--- src/rtl/sevenseg_pkg.sv ---
// Shared types and helpers for the seven-segment scan controller.
package sevenseg_pkg;

    // Segment bus {a,b,c,d,e,f,g} with a in bit 6, active-high.
    typedef logic [6:0] seg_t;

    // All segments off.
    localparam seg_t SEG_BLANK = 7'b0000000;

    // Width of a counter that indexes 0..n-1; never narrower than one bit.
    function automatic int idx_width(input int n);
        return (n < 2) ? 1 : $clog2(n);
    endfunction

endpackage

--- src/rtl/hex_to_7seg.sv ---
// Hex nibble to seven-segment glyph decoder, segments {a..g} with a = bit 6.
module hex_to_7seg (
    input  logic [3:0] nibble,
    output logic [6:0] seg
);

    // Standard hex glyphs; lowercase shapes for b and d keep them distinct from 8 and 0.
    always_comb begin
        seg = 7'b0000000;
        case (nibble)
            4'h0: seg = 7'b1111110;
            4'h1: seg = 7'b0110000;
            4'h2: seg = 7'b1101101;
            4'h3: seg = 7'b1111001;
            4'h4: seg = 7'b0110011;
            4'h5: seg = 7'b1011011;
            4'h6: seg = 7'b1011111;
            4'h7: seg = 7'b1110000;
            4'h8: seg = 7'b1111111;
            4'h9: seg = 7'b1111011;
            4'hA: seg = 7'b1110111;
            4'hB: seg = 7'b0011111;
            4'hC: seg = 7'b1001110;
            4'hD: seg = 7'b0111101;
            4'hE: seg = 7'b1001111;
            4'hF: seg = 7'b1000111;
            default: seg = 7'b0000000;
        endcase
    end

endmodule

--- src/rtl/sevenseg_scan_ctrl.sv ---
// Time-multiplexed seven-segment scan controller.
// A prescaler sets how long each digit stays lit; new values are taken over a
// valid/ready handshake into a staging register and only copied to the shown
// value at a frame boundary, so a frame never mixes old and new digits.
// Optional build macro: LEADING_ZERO_BLANK_EN blanks digits above the most
// significant non-zero nibble (digit 0 always shown).
module sevenseg_scan_ctrl #(
    parameter int NUM_DIGITS  = 4,
    parameter int REFRESH_DIV = 50000
) (
    input  logic                    clk,
    input  logic                    rst,
    input  logic [4*NUM_DIGITS-1:0] value_in,
    input  logic                    load_valid,
    output logic                    load_ready,
    input  logic                    disp_en,
    output logic [NUM_DIGITS-1:0]   an,
    output logic [6:0]              seg,
    output logic                    frame_tick
);

    import sevenseg_pkg::*;

    localparam int IDX_W  = idx_width(NUM_DIGITS);
    localparam int PCNT_W = idx_width(REFRESH_DIV);
    localparam int VAL_W  = 4 * NUM_DIGITS;

    logic [PCNT_W-1:0] pcnt;
    logic [IDX_W-1:0]  idx;
    logic [VAL_W-1:0]  display;
    logic [VAL_W-1:0]  staging;
    logic              pending;

    logic              pcnt_wrap;
    logic              idx_wrap;
    logic              boundary;
    logic              transfer;
    logic [3:0]        nibble;
    logic [6:0]        glyph;
    logic              blank;

    assign pcnt_wrap = (pcnt == PCNT_W'(REFRESH_DIV - 1));
    assign idx_wrap  = (idx == IDX_W'(NUM_DIGITS - 1));
    assign boundary  = pcnt_wrap && idx_wrap;

    // Ready is forced high during reset so upstream never sees a stale stall.
    assign load_ready = !pending || rst;
    assign transfer   = load_valid && !pending;

    // Select the nibble of the committed value belonging to the active digit.
    always_comb begin
        nibble = 4'h0;
        for (int k = 0; k < NUM_DIGITS; k++) begin
            if (idx == IDX_W'(k)) begin
                nibble = display[4*k +: 4];
            end
        end
    end

    hex_to_7seg u_dec (
        .nibble (nibble),
        .seg    (glyph)
    );

`ifdef LEADING_ZERO_BLANK_EN
    logic [IDX_W-1:0] msd;

    // Find the most significant non-zero digit; digit 0 is the floor so 0 shows "0".
    always_comb begin
        msd = '0;
        for (int k = 1; k < NUM_DIGITS; k++) begin
            if (display[4*k +: 4] != 4'h0) begin
                msd = IDX_W'(k);
            end
        end
        blank = (idx > msd);
    end
`else
    assign blank = 1'b0;
`endif

    // Prescaler and digit index; free-running, independent of disp_en.
    always_ff @(posedge clk) begin
        if (rst) begin
            pcnt <= '0;
            idx  <= '0;
        end else if (pcnt_wrap) begin
            pcnt <= '0;
            idx  <= idx_wrap ? '0 : idx + 1'b1;
        end else begin
            pcnt <= pcnt + 1'b1;
        end
    end

    // Handshake into staging and commit to display at a frame boundary.
    // A transfer only happens with pending low, so it can never collide with a
    // commit; a value taken on a boundary cycle waits for the next boundary.
    always_ff @(posedge clk) begin
        if (rst) begin
            staging <= '0;
            display <= '0;
            pending <= 1'b0;
        end else if (transfer) begin
            staging <= value_in;
            pending <= 1'b1;
        end else if (boundary && pending) begin
            display <= staging;
            pending <= 1'b0;
        end
    end

    // Registered output stage: digit enable, segment bus and frame pulse.
    always_ff @(posedge clk) begin
        if (rst) begin
            an         <= '0;
            seg        <= SEG_BLANK;
            frame_tick <= 1'b0;
        end else begin
            frame_tick <= boundary;
            if (!disp_en || blank) begin
                an  <= '0;
                seg <= SEG_BLANK;
            end else begin
                an  <= NUM_DIGITS'(1) << idx;
                seg <= glyph;
            end
        end
    end

endmodule

--- config.mk ---
export PLATFORM = sky130hd
export DESIGN_NAME = sevenseg_scan_ctrl
export DESIGN_NICKNAME = d
export VERILOG_FILES = /design/src/rtl/sevenseg_pkg.sv /design/src/rtl/hex_to_7seg.sv /design/src/rtl/sevenseg_scan_ctrl.sv
export SDC_FILE = /design/constraint.sdc
export NUM_CORES = 1
export LEC_CHECK = 0
export ABC_AREA = 1
export ABC_CLOCK_PERIOD_IN_PS = 1900
export CORE_AREA = 2 2 71 99
export DETAILED_ROUTE_END_ITERATION = 10
export DIE_AREA = 0 0 73 101
export PLACE_DENSITY = 0.71
export SYNTH_ARGS = -nofsm -noshare
export SYNTH_HDL_FRONTEND = slang
export SYNTH_SLANG_ARGS = --single-unit
export TNS_END_PERCENT = 100
--- constraint.sdc ---
create_clock -name clk -period 1.9 [get_ports clk]
set_clock_uncertainty 0.1 [all_clocks]
set_input_delay 0.38 -clock clk [delete_from_list [all_inputs] [get_ports clk]]
set_output_delay 0.38 -clock clk [all_outputs]
set_load 0.02 [all_outputs]
* Word level (Yosys, flattened, before mapping)
Memories as Yosys holds them, arrays and structs flattened. A register that Yosys moved wholly into a read port is not among the register bits.
Cells that the tools add are included.
** Operators by class
- Multiply operators :: 0
- Bitwise operators :: 2
- Magnitude comparators :: 0
- $add $sub $neg :: 2
- Shifts and indexed selects :: 1
- Reduce and logical (&&, ||, !) cells :: 10
- Multiplexer cells :: 7
- Divide/modulo/power cells :: 0
- Equality and inequality tests :: 4
** Operator list (count)
- $add 16x1->16 const B :: 1
- $eq 16x16->1 const B :: 1
- $mux 4 :: 4
- $eq 2x2->1 const B :: 2
- $reduce_or 2->1 :: 2
- $shl 1x2->4 const A :: 1
- $logic_and 1x1->1 :: 3
- $add 2x1->2 const B :: 1
- $eq 2x1->1 const B :: 1
- $logic_not 2->1 :: 1
- $mux 1 :: 2
- $mux 2 :: 1
- $not 1->1 :: 2
- $reduce_and 2->1 :: 1
- $reduce_bool 2->1 :: 1
- $logic_not 1->1 :: 1
- $logic_or 1x1->1 :: 1
** Storage, ports and cells
- Bits of input ports :: 20
- Bits in latches :: 0
- Register bits after elaboration :: 56
- Bits in writable memories :: 0
- Memories kept :: 1
- ROM bits :: 112
- Word-level logic and storage cells :: 34
- Output and inout port bits :: 13
** Memory list
- (no name shown) :: depth 16, width 7, read ports 1, clocked after memory_dff 1, write ports 0, line hex_to_7seg.sv:10 : case (nibble)

* Logic depth before layout (Yosys ltp)
Gate-level depths: netlist of the first run.
- Depth after elaboration :: 5
- Depth in mapped cells :: 13
- Mapped depth without buffers :: 13

* Cells and area by module
A second synthesis of the first run with hierarchy kept.
** Second synthesis, totals
- Cells, all modules :: 416
- Area, all modules :: 2935.3 sq um
** Modules (own cells, without submodules)
- sevenseg_scan_ctrl :: sequential area each 1261.2 sq um, cells each 362, instances 1, area an instance 2650.0 sq um
- hex_to_7seg :: sequential area each 0.0 sq um, cells each 54, instances 1, area an instance 285.3 sq um

* Worst setup path before layout of the first run
OpenSTA, ideal clock, no wires.
- Kind :: reg-to-reg
- Start point :: register idx[1]
- End point :: register seg[3]
- Clock period less this slack :: 2.071 ns
- Required time :: 1.684 ns
- Path buffers :: 0
- Setup slack :: -0.171 ns
- Cell stages (with the launch flop) :: 12
- Arrival :: 1.855 ns
- Setup time :: 0.116 ns
- Cell sequence :: dfxtp_1 > inv_1 > ha_1 > a21oi_1 > nand2_1 > a21oi_1 > inv_1 > ha_1 > nand2_1 > nand2_1 > nor2_1 > nor2_1
** On the way
- Longest elaborated chain between the ends :: 5
- Elaborated cells on any way between the ends :: 8
- Those cells by class :: eq/ne: 3; mux: 4; reduce/logical: 1
** Ends and longest elaborated chain
- start, declared :: line sevenseg_scan_ctrl.sv:29 : logic [IDX_W-1:0] idx;
- start signal, assigned :: line sevenseg_scan_ctrl.sv:89 : idx <= idx_wrap ? '0 : idx + 1'b1;
- $logic_not 2->1 :: line sevenseg_scan_ctrl.sv:54 : if (idx == IDX_W'(k)) begin
- $mux 4 (3 in a row) :: line sevenseg_scan_ctrl.sv:54
- $mux 4 (*) :: line sevenseg_scan_ctrl.sv:54
- end, declared :: line sevenseg_scan_ctrl.sv:18 : output logic [6:0] seg,
Mark *: on every way between the ends. The rest lies on a longest branch, timed or not.
A chain may end at the register's enable or synchronous reset.

* Worst setup path in the final report of the first run
- Start point :: register idx[1]
- End point :: register seg[2]
Same word-level chain as after synthesis.

==> results.py, run 1 <==
metrics = {
    "yosys": {
        "syn_nets": 410,
        "synth_top_area_share_pct": 44.5,
        "avgSynthCellArea_um2": 7.49,
        "synth_ff_type": "dfxtp_1",
        "yosysWarnings": 0,
        "synth_top_family_by_area": "simple AND/OR/NAND/NOR gates",
        "yosysSeqAreaShare_pct": 44.5,
        "ys_top_cells_by_area": "dfxtp_1, nand2_1, nor2_1",
        "synth_xor_xnor_area_share_pct": 0.619,
        "synth_mux_area_share_pct": 0,
        "synth_edf_count": 0,
        "syn_area_um2": 2830,
        "synth_common_cells": "nand2_1, dfxtp_1, nor2_1, a21oi_1, nand3_1",
        "yosys.area.top_type": "dfxtp_1",
        "synth_seq_cells": 63,
        "synth.most_common_cell": "nand2_1",
        "synthAdderAreaFrac_pct": 5.30,
        "synth_cells": 378,
        "yosys.area_share.simple_pct": 31.2,
        "synthArstFlopShare_pct": 0,
        "synth_compound_area_share_pct": 11.5,
        "synth_cell_types": 31,
    },
    "clock_network": {
        "cts_tree": "yes",
        "clock_sinks": 63,
        "clk_latency_ps": 340,
        "cts_buffers": 9,
        "htreeDepth": 3,
        "clock-root-buffer": "clkbuf_8",
        "clock_path_buffers": 2,
        "ctsHoldBuffers": 0,
        "clkTransAtPathRegs_ps": 70,
    },
    "place": {
        "routabilityCongestion": 0.860,
        "hpwl_um": 4250,
        "io_buffer_count": 32,
        "post-place-ws_ps": -160,
    },
    "global_route": {
        "grt_max_degree": 21,
        "grt_first_pass_wirelength_um": 10200,
        "gr-total-overflow": 0,
        "grt_util_all_layers_pct": 17.7,
        "antenna_found_initial": 0,
        "grt_pass1_vias": 2380,
    },
    "worst_setup_path": {
        "rr_worst_depth": 11,
        "critPathMaxFanout": 4,
        "cp.required_ps": 2040,
        "worst-r2r-setup-slack_ps": 60,
        "critPathKind": "flip-flop to flip-flop",
        "end_kind": "flip-flop",
        "startpoint_type": "flip-flop",
        "cp.arrival_ps": 1980,
    },
    "finish": {
        "regArea_um2": 1270,
        "synthToLayoutAreaGrowth_pct": 32.5,
        "final_util_pct": 57.5,
        "num_antenna_cells": 0,
        "multiInputGateArea_um2": 1500,
        "nets": 468,
        "n_fill_cell": 573,
        "drive_gt1_share_pct": 20.0,
    },
    "floorplanning": {
        "row_count": 35,
        "die_w_um": 73,
        "die_area_um2": 7370,
        "die_y_um": 101,
        "core_area_um2": 6530,
        "initial_core_util_pct": 43.4,
        "io_pins": 33,
    },
    "sta": {
        "rsz0062_at_grt": "true",
        "setup_viol": 0,
        "finalHoldViolations": 0,
        "finalWorstSetupSlack_ps": 60.1,
        "max_freq_ghz": 0.544,
        "min_period_over_period_pct": 96.8,
        "relSlewSlack_pct": 81.6,
        "worst_slew_pin_slew_ps": 274,
        "slew_viol_final": 0,
        "setup-tns-final_ps": 0,
        "finalCriticalPeriod_ps": 1840,
    },
    "route": {
        "drt_iter0_drc": 108,
        "routedWlPerCell_um": 11.7,
        "drt-pass1-iter-count": 4,
        "vias_per_cell": 5.01,
        "num_vias": 2582,
        "drc": 0,
        "wirelength_um": 6050,
        "final_antenna_net_count": 0,
    },
    "min_path": {
        "hold_class": "flip-flop to flip-flop",
        "hold_depth": 1,
    },
    "pwr": {
        "pwr_density_cell_nw_per_um2": 798,
        "max-vdd-ir-drop_v": 0.000761,
        "leakage_nw": 1.43,
    },
    "run_status": {
        "outcome": "finished clean",
    },
    "run": {
        "max-cap-violations": 0,
    },
}
-- metrics by stage --
stage	cells	power [mW]	cell area, um^2	hold WS (ps)
2_1_floorplan	378	1.52	2850	318
3_3_place_gp	497	1.60	3360	328
3_5_place_dp	497	1.60	3360	336
4_1_cts	513	3.02	3640	349
5_1_grt	515	3.11	3750	373
6_report	515	2.99	3750	344
-- worst paths after layout --
path,startpoint,endpoint
worst max-delay path,idx[1],seg[2]
worst min-delay path,pcnt[0],pcnt[0]
worst max register to register,idx[1],seg[2]
worst min register to register,pcnt[0],pcnt[0]
-- layout by cell type, fill, tap and decap left out, types with 4 or more instances in the layout --
master,count
nor2_1,58
ha_1,6
buf_4,25
inv_2,5
nand3_1,31
nor2_2,5
nand2_1,66
inv_1,22
clkdlybuf4s50_1,31
o21ai_0,18
ha_4,5
a21oi_1,34
o21ai_1,4
dfxtp_1,61
clkbuf_8,9
nand2_2,8
a21oi_2,5
nor3_1,12
-- timing repair --
item                                    4_1_cts  5_1_grt
pin swaps                                     4        5
resized for setup                            11       27
buffers inserted                              0        2
endpoints found under the setup margin        7       26
-- state kept, by name (all words and copies together) (netlist names) --
register    count
staging        16
pending         1
an              4
idx             2
display        16
seg             7
frame_tick      1
pcnt           16
-- power by group --
| group | leakage, nW | switching [mW] | internal [mW] |
|---|---|---|---|
| Sequential | 0.516 | 0.0203 | 1.36 |
| Combinational | 0.789 | 0.0943 | 0.0915 |
| Clock | 0.123 | 0.551 | 0.875 |
| Total | 1.43 | 0.665 | 2.33 |
-- area by class of cell --
type	instances	share of cell area, %
Inverter	31	3.27
Clock inverter	7	3.23
Timing Repair Buffer	58	14.0
Clock buffer	9	3.30
Sequential cell	63	33.8
Tap cell	74	2.47
Multi-Input combinational cell	273	39.9
-- worst max-delay path, stage by stage (launching register included) --
cell and delay [ps]:
dfxtp_4 380, inv_4 80, ha_4 150, inv_1 60, nand2_1 60, nand3_1 110, a21oi_2 160, buf_4 160
ha_1 200, nand2_1 80, o21ai_1 140, a21oi_1 60
-- routing by layer --
| layer | share of wire, % | vias to the layer above | GRT usage [%] | wire length [um] |
|---|---|---|---|---|
| met1 | 42 | 1176 | 19.8 | 2560 |
| met2 | 52 | 44 | 31.5 | 3170 |
| met5 | 0 | - | 0 | 0 |
| met4 | 2.0 | 0 | 7.69 | 122 |
| met3 | 3.0 | 11 | 3.70 | 184 |
| li1 | - | 1351 | - | - |
-- logic make-up (layout without fill, tap and decap cells) --
kind of cell	after synthesis	count (layout)
buffers and inverters	42	105
flip-flops	63	63
adder cells (fa/ha/maj)	12	12
AND/OR/NAND/NOR	195	195
AO/OA/AOI/OAI	64	64
XOR/XNOR	2	2
Note: power is estimated with default switching activity, not from simulation.
==> run 2, diff against run 1 <==
--- a/config.mk
+++ b/config.mk
@@ -7,7 +7,9 @@
 export LEC_CHECK = 0
 export ABC_AREA = 1
 export ABC_CLOCK_PERIOD_IN_PS = 1900
+export CAP_MARGIN = 20
 export CORE_AREA = 2 2 71 99
+export CTS_CLUSTER_DIAMETER = 50
 export DETAILED_ROUTE_END_ITERATION = 10
 export DIE_AREA = 0 0 73 101
 export PLACE_DENSITY = 0.71
==> results of run 2 <==
The final DEF is identical to that of run 1; final timing and power are the same.
==> run 3, diff against run 2 <==
--- a/config.mk
+++ b/config.mk
@@ -12,6 +12,7 @@
 export CTS_CLUSTER_DIAMETER = 50
 export DETAILED_ROUTE_END_ITERATION = 10
 export DIE_AREA = 0 0 73 101
+export MAX_ROUTING_LAYER = met4
 export PLACE_DENSITY = 0.71
 export SYNTH_ARGS = -nofsm -noshare
 export SYNTH_HDL_FRONTEND = slang
==> run 3 against run 2 <==
Compared with the run above: clock power hardly changed; global-route usage is 0.56 points higher; die area stayed put; sequential power hardly changed; hold slack hardly changed; register-to-register slack hardly changed; critical path type unchanged.
==> results.py, run 3 (synthesis gave the netlist of run 1 again) <==
metrics = {
    "finish": {
        "nets": 468,
        "final_common_cell": "nand2_1",
        "synthToLayoutAreaGrowth_pct": 32.5,
        "final_area_um2": 3750,
        "num_antenna_cells": 0,
        "drive_gt1_share_pct": 20.0,
        "layout_common_cells": "nand2_1, dfxtp_1, nor2_1",
        "final_util_pct": 57.5,
        "top_regs": "display x16, pcnt x16, staging x16",
    },
    "min_path": {
        "hold_depth": 1,
        "hold_class": "flip-flop to flip-flop",
    },
    "route": {
        "drt_iter0_drc": 123,
        "drt-pass1-iter-count": 4,
        "wirelength_um": 6000,
        "num_vias": 2567,
        "drc": 0,
        "vias_per_cell": 4.98,
        "final_antenna_net_count": 0,
        "routedWlPerCell_um": 11.7,
    },
    "sta": {
        "setup-tns-final_ps": 0,
        "finalWorstSetupSlack_ps": 68.3,
        "max_freq_ghz": 0.546,
        "finalHoldViolations": 0,
        "worst_slew_pin_slew_ps": 274,
        "slew_viol_final": 0,
        "min_period_over_period_pct": 96.4,
        "rsz0062_at_grt": "true",
        "finalCriticalPeriod_ps": 1830,
        "setup_viol": 0,
        "relSlewSlack_pct": 81.6,
    },
    "worst_setup_path": {
        "rr_worst_depth": 10,
        "startpoint_type": "flip-flop",
        "critPathKind": "flip-flop to flip-flop",
        "cp.arrival_ps": 1970,
        "critPathMaxFanout": 4,
        "end_kind": "flip-flop",
        "cp.required_ps": 2040,
    },
    "clock_network": {
        "cts_tree": "yes",
        "clock-root-buffer": "clkbuf_8",
        "clock_path_buffers": 2,
        "clk_latency_ps": 340,
        "ctsHoldBuffers": 0,
        "htreeDepth": 3,
        "cts_buffers": 9,
        "clkTransAtPathRegs_ps": 70,
        "clock_sinks": 63,
    },
    "pwr": {
        "leakage_nw": 1.43,
        "max-vdd-ir-drop_v": 0.000759,
        "p_total_mw": 2.99,
        "pwr_density_cell_nw_per_um2": 798,
    },
    "global_route": {
        "grt_first_pass_wirelength_um": 10200,
        "grt_max_degree": 21,
        "grt_util_all_layers_pct": 18.2,
        "grt_pass1_vias": 2375,
        "antenna_found_initial": 0,
        "gr-total-overflow": 0,
    },
    "floorplanning": {
        "initial_core_util_pct": 43.4,
        "die_y_um": 101,
        "io_pins": 33,
        "die_w_um": 73,
        "die_area_um2": 7370,
        "core_area_um2": 6530,
        "row_count": 35,
    },
    "place": {
        "io_buffer_count": 32,
        "post-place-ws_ps": -160,
        "place_area_um2": 3360,
        "hpwl_um": 4250,
        "routabilityCongestion": 0.873,
    },
    "run_status": {
        "outcome": "finished clean",
    },
    "run": {
        "max-cap-violations": 0,
    },
}
run 3: final timing paths:
path	to	slack, ps	from
min reg2reg	pcnt[0]	340	pcnt[0]
min	pcnt[0]	340	pcnt[0]
max reg2reg	seg[2]	70	idx[0]
max	seg[2]	70	idx[0]
run 3: per-stage QoR:
step,hold slack (ps),instances
6_report,344,515
3_3_place_gp,328,497
4_1_cts,349,513
5_1_grt,373,515
3_5_place_dp,336,497
2_1_floorplan,318,378
run 3: what timing repair did:
item	CTS	global route
gates resized for setup	11	27
setup buffers	0	2
pin swaps	4	5
setup endpoints to repair	7	26
run 3: worst max-delay path, cell delays in order, from the launching register on:
cell	delay, ps
dfxtp_4	410
inv_4	60
ha_4	180
inv_2	70
nand3_1	120
a21oi_2	160
buf_4	160
ha_1	200
nand2_1	80
o21ai_1	140
a21oi_1	60
run 3: final cells by class:
class                   count  area [um^2]
fillers                   573         2770
flip-flops and latches     63         1270
clock buffers               9          124
clock inverters             7          121
inverters                  31          123
repair buffers             58          527
well taps                  74         92.6
multi-input cells         273         1500
run 3: power breakdown:
group          total, mW  internal, mW  leakage (nW)  switching (mW)
Clock               1.43         0.875         0.123           0.551
Combinational      0.186        0.0915         0.789          0.0941
Sequential          1.38          1.36         0.516          0.0203
Total               2.99          2.33          1.43           0.666
run 3: metal layers:
layer | share of wire (%) | track usage, %
met1 | 42 | 19.8
met2 | 53 | 31.5
met3 | 3.3 | 4.60
met4 | 1.6 | 6.84
met5 | 0 | -
